<file path="config.mk">
export PLATFORM = sky130hd
export DESIGN_NAME = fixed_to_float_stream
export DESIGN_NICKNAME = d
export VERILOG_FILES = /design/src/rtl/fixed_to_float_stream.sv
export SDC_FILE = /design/constraint.sdc
export NUM_CORES = 1
export LEC_CHECK = 0
export ABC_AREA = 1
export BUFFER_PORTS_ARGS = -buffer_cell sky130_fd_sc_hd__buf_2
export CAP_MARGIN = 20
export CORE_UTILIZATION = 40
export CTS_CLUSTER_DIAMETER = 200
export CTS_CLUSTER_SIZE = 40
export DETAILED_ROUTE_END_ITERATION = 7
export GPL_TIMING_DRIVEN = 0
export PLACE_DENSITY = 0.67
export REMOVE_ABC_BUFFERS = 1
export SYNTH_ARGS = -nofsm -noshare
export SYNTH_HDL_FRONTEND = slang
export SYNTH_SLANG_ARGS = --single-unit
</file>
<file path="constraint.sdc">
create_clock -name clk -period 4.6 [get_ports clk]
set_input_delay 0.23 -clock clk [delete_from_list [all_inputs] [get_ports clk]]
set_output_delay 0.23 -clock clk [all_outputs]
set_load 0.01 [all_outputs]
</file>
<file path="src/rtl/fixed_to_float_stream.sv">
// fixed_to_float_stream: 5-stage signed fixed-point to binary float, valid/ready.
// Define FIX2FLT_STATUS_EN to add out_status ({overflow, inexact}).
module fixed_to_float_stream #(
  parameter string FLOAT_FMT = "float",
  parameter int    INT_WID   = 40,
  parameter int    FRA_WID   = 40,
  parameter int    TAG_WID   = 8,
  parameter int    FLOAT_WID =
    (FLOAT_FMT == "half")   ? 16 :
    (FLOAT_FMT == "float")  ? 32 :
    (FLOAT_FMT == "double") ? 64 : 80
) (
  input  logic                 clk,
  input  logic                 rstn,
  input  logic                 in_valid,
  output logic                 in_ready,
  input  logic [INT_WID-1:0]   in_integer,
  input  logic [FRA_WID-1:0]   in_fraction,
  input  logic [TAG_WID-1:0]   in_tag,
  input  logic                 round_mode,
  output logic                 out_valid,
  input  logic                 out_ready,
  output logic [FLOAT_WID-1:0] out_float,
`ifdef FIX2FLT_STATUS_EN
  output logic [1:0]           out_status,
`endif
  output logic [TAG_WID-1:0]   out_tag
);

  localparam bit IS_H = (FLOAT_FMT == "half");
  localparam bit IS_F = (FLOAT_FMT == "float");
  localparam bit IS_D = (FLOAT_FMT == "double");
  localparam bit IS_X = (FLOAT_FMT == "byte_10");
  localparam bit FMT_OK = IS_H | IS_F | IS_D | IS_X;
  localparam int EXP_WID = IS_H ? 5 : IS_F ? 8 : IS_D ? 11 : 15;
  localparam int MF = IS_H ? 10 : IS_F ? 23 : IS_D ? 52 : 64;
  localparam int L = IS_X ? 0 : 1;
  localparam int EXP_BIAS = (1 << (EXP_WID - 1)) - 1;
  localparam int EMAX = (1 << EXP_WID) - 1;
  localparam int W = INT_WID + FRA_WID;
  localparam int PW = $clog2(W);
  localparam int EXTW = W - L + MF + 2;
  localparam int LO = MF / 2;
  localparam int HI = MF - LO;

  if (!FMT_OK) begin : g_bad_fmt
    $error("fixed_to_float_stream: unsupported FLOAT_FMT");
  end
  if (FLOAT_WID != 1 + EXP_WID + MF) begin : g_bad_wid
    $error("fixed_to_float_stream: FLOAT_WID must not be overridden");
  end
  if (FRA_WID >= EXP_BIAS - 1) begin : g_bad_fra
    $error("fixed_to_float_stream: FRA_WID too wide for format");
  end

  typedef struct packed {
    logic               vld;
    logic [TAG_WID-1:0] tag;
    logic               rm;
    logic               sgn;
    logic [31:0]        exp;
  } side_t;

  logic          w_stall;
  logic [W-1:0]  w_val;
  logic [W-1:0]  w_mag;
  logic [PW-1:0] w_pos;
  side_t         w_sd0;

  side_t         r1_sd, r2_sd, r3_sd, r4_sd;
  logic [W-1:0]  r1_mag, r2_mag, r3_mag;
  logic [PW-1:0] r1_sh;
  logic [1:0]    r2_sh;
  logic          r3_sh;

  logic [W-1:0]    w_norm;
  logic [EXTW-1:0] w_ext;
  logic [MF-1:0]   w_rnd;
  logic            w_grd, w_stk, w_inc;

  logic [LO:0]     r4_lo;
  logic [HI-1:0]   r4_hi;
  logic            r4_zero;

  logic [HI:0]          w_hi;
  logic                 w_cy;
  logic [MF-1:0]        w_man;
  logic [31:0]          w_exp;
  logic                 w_ovf;
  logic [FLOAT_WID-1:0] w_res;

  logic                 r5_vld;
  logic [FLOAT_WID-1:0] r5_flt;
  logic [TAG_WID-1:0]   r5_tag;

  assign w_stall   = r5_vld & ~out_ready;
  assign in_ready  = ~w_stall;
  assign out_valid = r5_vld;
  assign out_float = r5_flt;
  assign out_tag   = r5_tag;

  // magnitude of the most-negative value fits as an unsigned W-bit number
  assign w_val = {in_integer, in_fraction};
  assign w_mag = w_val[W-1] ? (~w_val + W'(1)) : w_val;

  always_comb begin
    w_pos = '0;
    for (int i = 0; i < W; i++)
      if (w_mag[i]) w_pos = PW'(i);
  end

  always_comb begin
    w_sd0     = '0;
    w_sd0.vld = in_valid;
    w_sd0.tag = in_tag;
    w_sd0.rm  = round_mode;
    w_sd0.sgn = w_val[W-1];
    w_sd0.exp = 32'(EXP_BIAS - FRA_WID)
              + 32'(w_pos);
  end

  always_ff @(posedge clk or negedge rstn) begin
    if (!rstn) begin
      r1_sd  <= '0;
      r1_mag <= '0;
      r1_sh  <= '0;
      r2_sd  <= '0;
      r2_mag <= '0;
      r2_sh  <= '0;
      r3_sd  <= '0;
      r3_mag <= '0;
      r3_sh  <= 1'b0;
    end else if (!w_stall) begin
      r1_sd  <= w_sd0;
      r1_mag <= w_mag;
      r1_sh  <= PW'(W - 1) - w_pos;
      r2_sd  <= r1_sd;
      r2_mag <= r1_mag << {r1_sh[PW-1:2], 2'b00};
      r2_sh  <= r1_sh[1:0];
      r3_sd  <= r2_sd;
      r3_mag <= r2_mag << {r2_sh[1], 1'b0};
      r3_sh  <= r2_sh[0];
    end
  end

  // after normalisation the top bit is clear only for a zero input
  always_comb begin
    w_norm = r3_mag << r3_sh;
    w_ext  = {w_norm[W-1-L:0], {(MF + 2){1'b0}}};
    w_rnd  = w_ext[EXTW-1 -: MF];
    w_grd  = w_ext[EXTW-1-MF];
    w_stk  = |w_ext[EXTW-2-MF:0];
    w_inc  = ~r3_sd.rm & w_grd & (w_stk | w_rnd[0]);
  end

`ifdef FIX2FLT_STATUS_EN
  logic       r4_inx;
  logic [1:0] r5_st;
  assign out_status = r5_st;
`endif

  always_ff @(posedge clk or negedge rstn) begin
    if (!rstn) begin
      r4_sd   <= '0;
      r4_lo   <= '0;
      r4_hi   <= '0;
      r4_zero <= 1'b0;
`ifdef FIX2FLT_STATUS_EN
      r4_inx  <= 1'b0;
`endif
    end else if (!w_stall) begin
      r4_sd   <= r3_sd;
      r4_lo   <= {1'b0, w_rnd[LO-1:0]} + {{LO{1'b0}}, w_inc};
      r4_hi   <= w_rnd[MF-1:LO];
      r4_zero <= ~w_norm[W-1];
`ifdef FIX2FLT_STATUS_EN
      r4_inx  <= w_grd | w_stk;
`endif
    end
  end

  // a carry out of the mantissa bumps the exponent; byte_10 keeps its explicit 1
  always_comb begin
    w_hi  = {1'b0, r4_hi} + {{HI{1'b0}}, r4_lo[LO]};
    w_cy  = w_hi[HI];
    w_man = {w_hi[HI-1:0], r4_lo[LO-1:0]};
    w_man[MF-1] = w_man[MF-1] | (w_cy & IS_X);
    w_exp = r4_sd.exp + 32'(w_cy);
    w_ovf = ~r4_zero & (w_exp >= 32'(EMAX));
    w_res = {r4_sd.sgn, w_exp[EXP_WID-1:0], w_man};
    unique case (1'b1)
      r4_zero:
        w_res = '0;
      w_ovf & ~r4_sd.rm:
        w_res = {r4_sd.sgn, {EXP_WID{1'b1}}, {MF{1'b0}}};
      w_ovf & r4_sd.rm:
        w_res = {r4_sd.sgn, EXP_WID'(EMAX - 1), {MF{1'b1}}};
      default: ;
    endcase
  end

  always_ff @(posedge clk or negedge rstn) begin
    if (!rstn) begin
      r5_vld <= 1'b0;
      r5_flt <= '0;
      r5_tag <= '0;
`ifdef FIX2FLT_STATUS_EN
      r5_st  <= '0;
`endif
    end else if (!w_stall) begin
      r5_vld <= r4_sd.vld;
      r5_flt <= w_res;
      r5_tag <= r4_sd.tag;
`ifdef FIX2FLT_STATUS_EN
      r5_st  <= {w_ovf, r4_inx & ~r4_zero};
`endif
    end
  end

endmodule

</file>
==> results of run 1 <==
[worst max-delay path: cells and delay by family]
| kind | cells | cell delay, ns |
|---|---|---|
| adder cells (fa/ha/maj) | 1 | 0.15 |
| AND/OR/NAND/NOR | 60 | 3.45 |
| XOR/XNOR | 1 | 0.24 |
| buffers and inverters | 9 | 0.91 |
| AO/OA/AOI/OAI | 2 | 0.49 |
[worst paths after layout]
| check | to | slack [ns] | depth (start not counted) |
|---|---|---|---|
| max | r1_sd[3]$_DFFE_PN0N_ | -0.40 | 73 |
| max reg2reg | r2_mag[72]$_DFFE_PN0N_ | 0.41 | 11 |
| min reg2reg | out_valid$_DFFE_PN0N_ | 0.47 | 2 |
| min | r1_mag[3]$_DFFE_PN0N_ | 0.04 | 3 |
| max in group asynchronous | r4_sd[35]$_DFFE_PN0N_ | 2.93 | 4 |
| min in group asynchronous | r1_mag[0]$_DFFE_PN0N_ | 0.26 | 2 |
[stage by stage]
step | util [%] | setup WS (ns) | total power [W]
6_report | 45.5 | -0.396 | 0.0126
5_1_grt | 45.5 | -1.16 | 0.0137
4_1_cts | 44.9 | -0.413 | 0.0126
3_5_place_dp | 43.5 | -2.33 | 0.0110
3_3_place_gp | 42.6 | -31.60 | 0.00975
2_1_floorplan | - | -17.12 | 0.00941
[cell type report]
cell class | instances | area, sq um | area share, %
tap | 739 | 925 | 3.74
sequential | 389 | 9740 | 39.4
timing repair buffer | 196 | 1580 | 6.40
clock inverter | 2 | 25.0 | 0.101
clock buffer | 15 | 333 | 1.35
multi-input combinational | 2178 | 10800 | 43.8
inverter | 335 | 1280 | 5.17
[metal layers]
metal	routed length [um]	global-route usage (%)	vias to the layer above
li1	-	-	10021
met1	28000	29.4	9123
met2	26400	33.3	448
met3	2440	1.95	98
met4	1840	6.78	0
met5	0	0	-
[flip-flops by register name, summed over array words and instances (netlist names)]
register   count
out_float     32
out_tag        8
out_valid      1
r1_mag        80
r1_sd         18
r1_sh          7
r2_mag        80
r2_sd         18
r2_sh          2
r3_mag        80
r3_sd         19
r4_hi         12
r4_lo         12
r4_sd         19
r4_zero        1
[cell families (layout without fill, tap and decap cells)]
| logic type | count (synthesis) | count (layout) | synth area share (%) |
|---|---|---|---|
| xor gates and xnor gates | 88 | 88 | 3.54 |
| muxes | 38 | 38 | 1.71 |
| and+or+nand+nor | 1313 | 1313 | 24.0 |
| buffers and inverters | 506 | 548 | 8.60 |
| DFF | 389 | 389 | 43.9 |
| adders and majority gates | 10 | 10 | 0.564 |
| AOI/OAI and AO/OA | 729 | 729 | 17.8 |
[synth_stat cells, drive strengths merged (3+ instances only)]
library cell	instances
nor2	259
xnor2	11
nand2	885
inv	333
a211oi	3
o21ai	398
xor2	77
o22ai	6
o221ai	3
dfrtp	389
or2	6
buf	26
a22oi	13
o211ai	17
o311ai	6
nand4	21
a32o	10
a21oi	231
nand3	74
ha	10
o21bai	4
nor4	36
mux2i	38
o41ai	5
o31ai	9
nor3	24
clkbuf	145
a31oi	12
or4	5
[cell usage in the layout (no fill, tap or decap), types with 11 or more instances in the layout]
master         netlist  layout
a31oi_1             12      12
nand4_1             20      20
xnor2_1             11      11
nor3_1              20      19
nand2_1            881     871
o21ai_0            395     389
a21oi_1            231     231
buf_4                2      26
nor2_1             254     245
inv_1              324     321
clkbuf_16            0      14
o211ai_1            17      17
nand3_1             72      69
dfrtp_1            389     385
buf_2                1     129
mux2i_1             38      38
dlygate4sd3_1        0      11
nand2_2              3      11
nor4_1              36      35
xor2_1              75      69
a22oi_1             13      13
buf_12               0      12
[power breakdown]
part           internal (W)  switching (W)  total [W]
registers           0.00486        0.00100    0.00587
logic               0.00182        0.00338    0.00520
clock network      0.000538        0.00104    0.00157
[timing repair]
| action | 4_1_cts | 5_1_grt |
|---|---|---|
| gates cloned | 0 | 1 |
| setup buffers | 17 | 14 |
| setup endpoints to repair | 12 | 13 |
| gates resized for setup | 33 | 45 |
| endpoints found under the hold margin | 89 | 0 |
| hold buffers | 11 | 0 |
| pin swaps | 21 | 19 |
==> key figures, run 1 <==
Status
  • Status: complete, but fails checks
  • Failing checks: setup timing

Floorplan
  • Core Rows: 85
  • Die W: 238 um
  • Die area: 56400 sq um
  • Initial core utilization: 40.8%
  • Die Y: 238 um
  • Core Area: 54300 sq um
  • Ports: 135

Routing
  • WL/cell: 15.2 um
  • Avg Vias per Cell: 5.11
  • Drt pass-1 iters: 5
  • Drt drc: 0
  • Routed vias: 19690
  • Antenna-violating nets left: 0
  • Total wire length: 58700 um
  • DRT iter0 DRCs: 1715

Layout
  • Nets: 3216
  • Syn-to-layout area delta: 11.3%
  • # diodes: 0
  • Final cell count without fillers: 3854
  • Final instance area: 24700 sq um
  • Filler instances: 5537
  • Share of cells above drive strength 1: 9.12%

Clock tree
  • CTS tree: yes
  • CTS root buf: clkbuf_16
  • H-tree depth: 1
  • CTS Buf Count: 13
  • Clk buf depth: 3
  • Worst-path clk slew: 0.14 ns
  • Skew-Pair Late Insertion Delay: 0.55 ns
  • CTS sink count: 389

STA
  • RSZ-0062 raised after global routing: true
  • Tmin final: 5.00 ns
  • Slew headroom: 34.4%
  • FMAX: 200 MHz
  • Final Cycle Share: 109%
  • Least-Margin Pin Slew: 0.982 ns
  • Final Hold Slack: 0.0367 ns
  • Final setup violation count: 8
  • Fin. max-slew vios: 0
  • Fin worst setup slack: -0.396 ns
  • Fin. Hold Viols: 0
  • Setup_tns: -2.38 ns
  • Skew final: 0.0399 ns

Power and ir drop
  • P_leak: 12.0 nW
  • PD cells: 512 nW/um^2
  • VDD IR max: 0.284 mV

Worst hold path
  • HP Class: in -> reg
  • Hold Startpoint: in_fraction[3]

Global routing
  • Pin count of the biggest net entering global routing: 129
  • GRT Total Usage: 20.7%
  • Vias in the first global route: 18502
  • First-pass GRT wire length: 96700 um
  • Initial antenna violation count: 0
  • Congestion Overflow GR: 0

Synth
  • Synth Flop Type: dfrtp_1
  • Asr flop ratio synth: 100%
  • Mapped Avg Cell Area: 7.22 sq um
  • Register area share after synthesis: 43.9%
  • Synth Register Bits: 389
  • Number of synthesized flops with an enable pin: 0
  • Ys Warns: 0
  • Synth top area share: 43.9%
  • Cell taking the most area after synthesis: dfrtp_1
  • Synth Cell Area: 22200 sq um
  • Library cells used by synthesis: 55
  • Area contributors post-synth: dfrtp_1 (44%), nand2_1 (15%), o21ai_0 (8.9%)
  • Syn Inst Count: 3073

Critical path
  • Most common cell on crit path: nand2_1
  • Slowest cell on the critical path: o41ai_1
  • Crit path largest cell delay: 0.35 ns
  • Crit path kind: in -> reg
  • Worst setup EP type: flop
  • CP max FO: 4
  • FF-to-FF Start: out_valid$_DFFE_PN0N_
  • CP Launch Point: in_fraction[1]
  • Critical path required time: 5.09 ns
  • CP Launch Type: primary input
  • WP data arrival: 5.49 ns

Flow run
  • Max cap viols: 0

Place
  • I/O Buffers: 134
  • Area after DPL: 23600 sq um
  • Placer Congestion: 0.919
  • Post-DP HPWL: 42600 um
  • Placed Cells: 3795
Power figures use the tool's default switching activity.
==> inputs of run 2 (changes only) <==
- clock period: 4.6 -> 6.3 ns (I/O delays scaled with it)
==> key figures, run 2 (synthesis gave the netlist of run 1 again) <==
Status
  • Status: finished, final reports clean

Clock tree
  • Worst-path clk slew: 0.14 ns (about the same)
  • CTS root buf: clkbuf_16
  • Clk buf depth: 3 (unchanged)
  • CTS tree: yes
  • CTS sink count: 389 (unchanged)
  • CTS Buf Count: 13 (unchanged)
  • Skew-Pair Late Insertion Delay: 0.55 ns (about the same)
  • H-tree depth: 1 (unchanged)

STA
  • Tmin final: 5.62 ns
  • Final Cycle Share: 89.2%
  • FMAX: 178 MHz
  • Final setup violation count: 0 (-8)
  • Slew headroom: 29.6% (-4.9 points)
  • Least-Margin Pin Slew: 1.05 ns (+0.0700 ns)
  • Skew final: 0.0443 ns (+0.00444 ns)
  • Fin. max-slew vios: 0 (unchanged)
  • Fin. Hold Viols: 0 (unchanged)
  • RSZ-0062 raised after global routing: false

Floorplan
  • Die area: 56400 sq um (unchanged)
  • Core Area: 54300 sq um (unchanged)
  • Die W: 238 um (unchanged)
  • Die Y: 238 um (unchanged)
  • Core Rows: 85 (unchanged)
  • Ports: 135 (unchanged)
  • Initial core utilization: 40.8% (unchanged)

Routing
  • DRT iter0 DRCs: 1692 (-1.3%)
  • Antenna-violating nets left: 0 (unchanged)
  • Routed vias: 19607 (-0.42%)
  • Drt drc: 0 (unchanged)
  • Drt pass-1 iters: 8 (+3)
  • WL/cell: 15.1 um (-0.66%)
  • Avg Vias per Cell: 5.12 (+0.31%)
  • Total wire length: 57900 um (-1.4%)

Power and ir drop
  • Clk network pwr share: 12.5% (about the same)
  • P_leak: 11.7 nW (-2.0%)
  • Tot Pwr: 0.00918 W (-27%)
  • Power Internal: 0.00524 W (-27%)
  • VDD IR max: 0.206 mV (-28%)
  • Share of power burned in registers: 46.7% (+0.3 points)
  • Sw frac: 42.9% (about the same)
  • Psw: 0.00394 W (-27%)
  • PD cells: 380 nW/um^2 (-26%)
  • Comb pwr share: 40.8% (-0.3 points)

Layout
  • # diodes: 0 (unchanged)
  • Filler instances: 5585 (+0.87%)
  • Most common cell after layout, fill and taps aside: nand2_1
  • Syn-to-layout area delta: 8.88%
  • Final instance area: 24200 sq um (-2.2%)
  • Largest regs: r1_mag x80, r2_mag x80, r3_mag x80
  • Highest-count cells in the layout ignoring fill and taps: nand2_1 (881), o21ai_0 (395), dfrtp_1 (385)
  • Share of cells above drive strength 1: 7.16% (-2.0 points)
  • Nets: 3188 (-0.87%)
  • Reg area: 9740 sq um (unchanged)
  • Area of the multi-input gates: 10600 sq um (-2.2%)

Place
  • Post-DP HPWL: 42600 um (unchanged)
  • I/O Buffers: 134 (unchanged)
  • Placer Congestion: 0.919 (unchanged)
  • Area after DPL: 23600 sq um (unchanged)

Critical path
  • Critical path required time: 6.74 ns (+1.65 ns)
  • Worst setup EP type: flop
  • Crit path kind: in -> reg
  • Crit path largest cell delay: 0.65 ns (+0.30 ns)
  • CP max FO: 5 (+1)
  • Slowest cell on the critical path: o41ai_1
  • WP data arrival: 6.06 ns (+0.57 ns)
  • CP Launch Type: primary input
  • Worst Path Buf+Inv: 4 (-5)
  • Cell family with most CP delay: simple AND/OR/NAND/NOR gates

Global routing
  • First-pass GRT wire length: 96100 um (-0.68%)
  • Congestion Overflow GR: 0 (unchanged)
  • Initial antenna violation count: 0 (unchanged)
  • Pin count of the biggest net entering global routing: 129 (unchanged)
  • GRT Total Usage: 20.6% (-0.14 points)
  • Vias in the first global route: 18354 (-0.80%)

Worst hold path
  • HP Class: in -> reg

Flow run
  • Max cap viols: 0 (unchanged)
## run 2: cell count changes in the layout (fill, tap and decap cells not counted), sizes merged
cell    before  now
buf        184  157
clkbuf      16   15
## run 2: what timing repair did
| item | in CTS | in global routing |
|---|---|---|
| setup buffers | 0 | 2 |
| gates cloned | 0 | 0 |
| setup endpoints to repair | 2 | 6 |
| hold buffers | 11 | 0 |
| hold endpoints to repair | 89 | 0 |
| resized for setup | 1 | 5 |
## run 2: cell type report
class	instances	area share, %
clock inverters	2	0.104
well taps	739	3.83
multi-input cells	2178	43.8
inverters	335	5.24
repair buffers	168	5.38
flip-flops and latches	389	40.3
clock buffers	15	1.38
## run 2: power by group through the flow
| stage | sequential (W) | combinational, W | clock [W] |
|---|---|---|---|
| 2_1_floorplan | 0.00422 | 0.00266 | 0 |
| 4_1_cts | 0.00428 | 0.00374 | 0.00119 |
| 5_1_grt | 0.00443 | 0.00429 | 0.00125 |
| 3_3_place_gp | 0.00434 | 0.00358 | 0 |
| 3_5_place_dp | 0.00433 | 0.00372 | 0 |
| 6_report | 0.00428 | 0.00375 | 0.00115 |
## run 2: per-stage QoR
stage          instances  TNS (ns)  hold WS (ns)  setup WS (ns)  utilization [%]
2_1_floorplan       2902  -4969.48        0.0194         -15.42                -
3_3_place_gp        3775         -         0.437         -29.90             42.6
3_5_place_dp        3795     -2.89         0.359         -0.715             43.5
4_1_cts             3823         0        0.0875          0.380             44.4
5_1_grt             3826         0         0.116         0.0642             44.5
6_report            3826         0         0.103          0.680             44.5
## run 2: worst paths after layout
check	startpoint	to	slack (ns)	cells after the start
setup / recovery	in_fraction[0]	r1_sd[5]$_DFFE_PN0N_	0.68	34
hold / removal	in_fraction[3]	r1_mag[3]$_DFFE_PN0N_	0.10	3
setup reg to reg	out_valid$_DFFE_PN0N_	r2_mag[72]$_DFFE_PN0N_	1.70	11
hold reg to reg	r4_sd[42]$_DFFE_PN0N_	out_valid$_DFFE_PN0N_	0.47	2
max in group asynchronous	rstn	r4_sd[35]$_DFFE_PN0N_	4.52	4
min in group asynchronous	rstn	r2_mag[27]$_DFFE_PN0N_	0.35	2
## run 2: routing by layer
| layer | vias to the layer above | track usage (%) | wire length (um) |
|---|---|---|---|
| met5 | - | 0 | 0 |
| met1 | 9113 | 29.2 | 27800 |
| met4 | 0 | 6.43 | 1730 |
| met3 | 88 | 1.95 | 2350 |
| met2 | 444 | 33.1 | 26000 |
| li1 | 9962 | - | - |
## run 2: tightest hold or removal path, delay by kind of cell
family          cells  cell delay [ns]
compound gates      1             0.08
simple gates        1             0.10
buf+inv             1             0.12
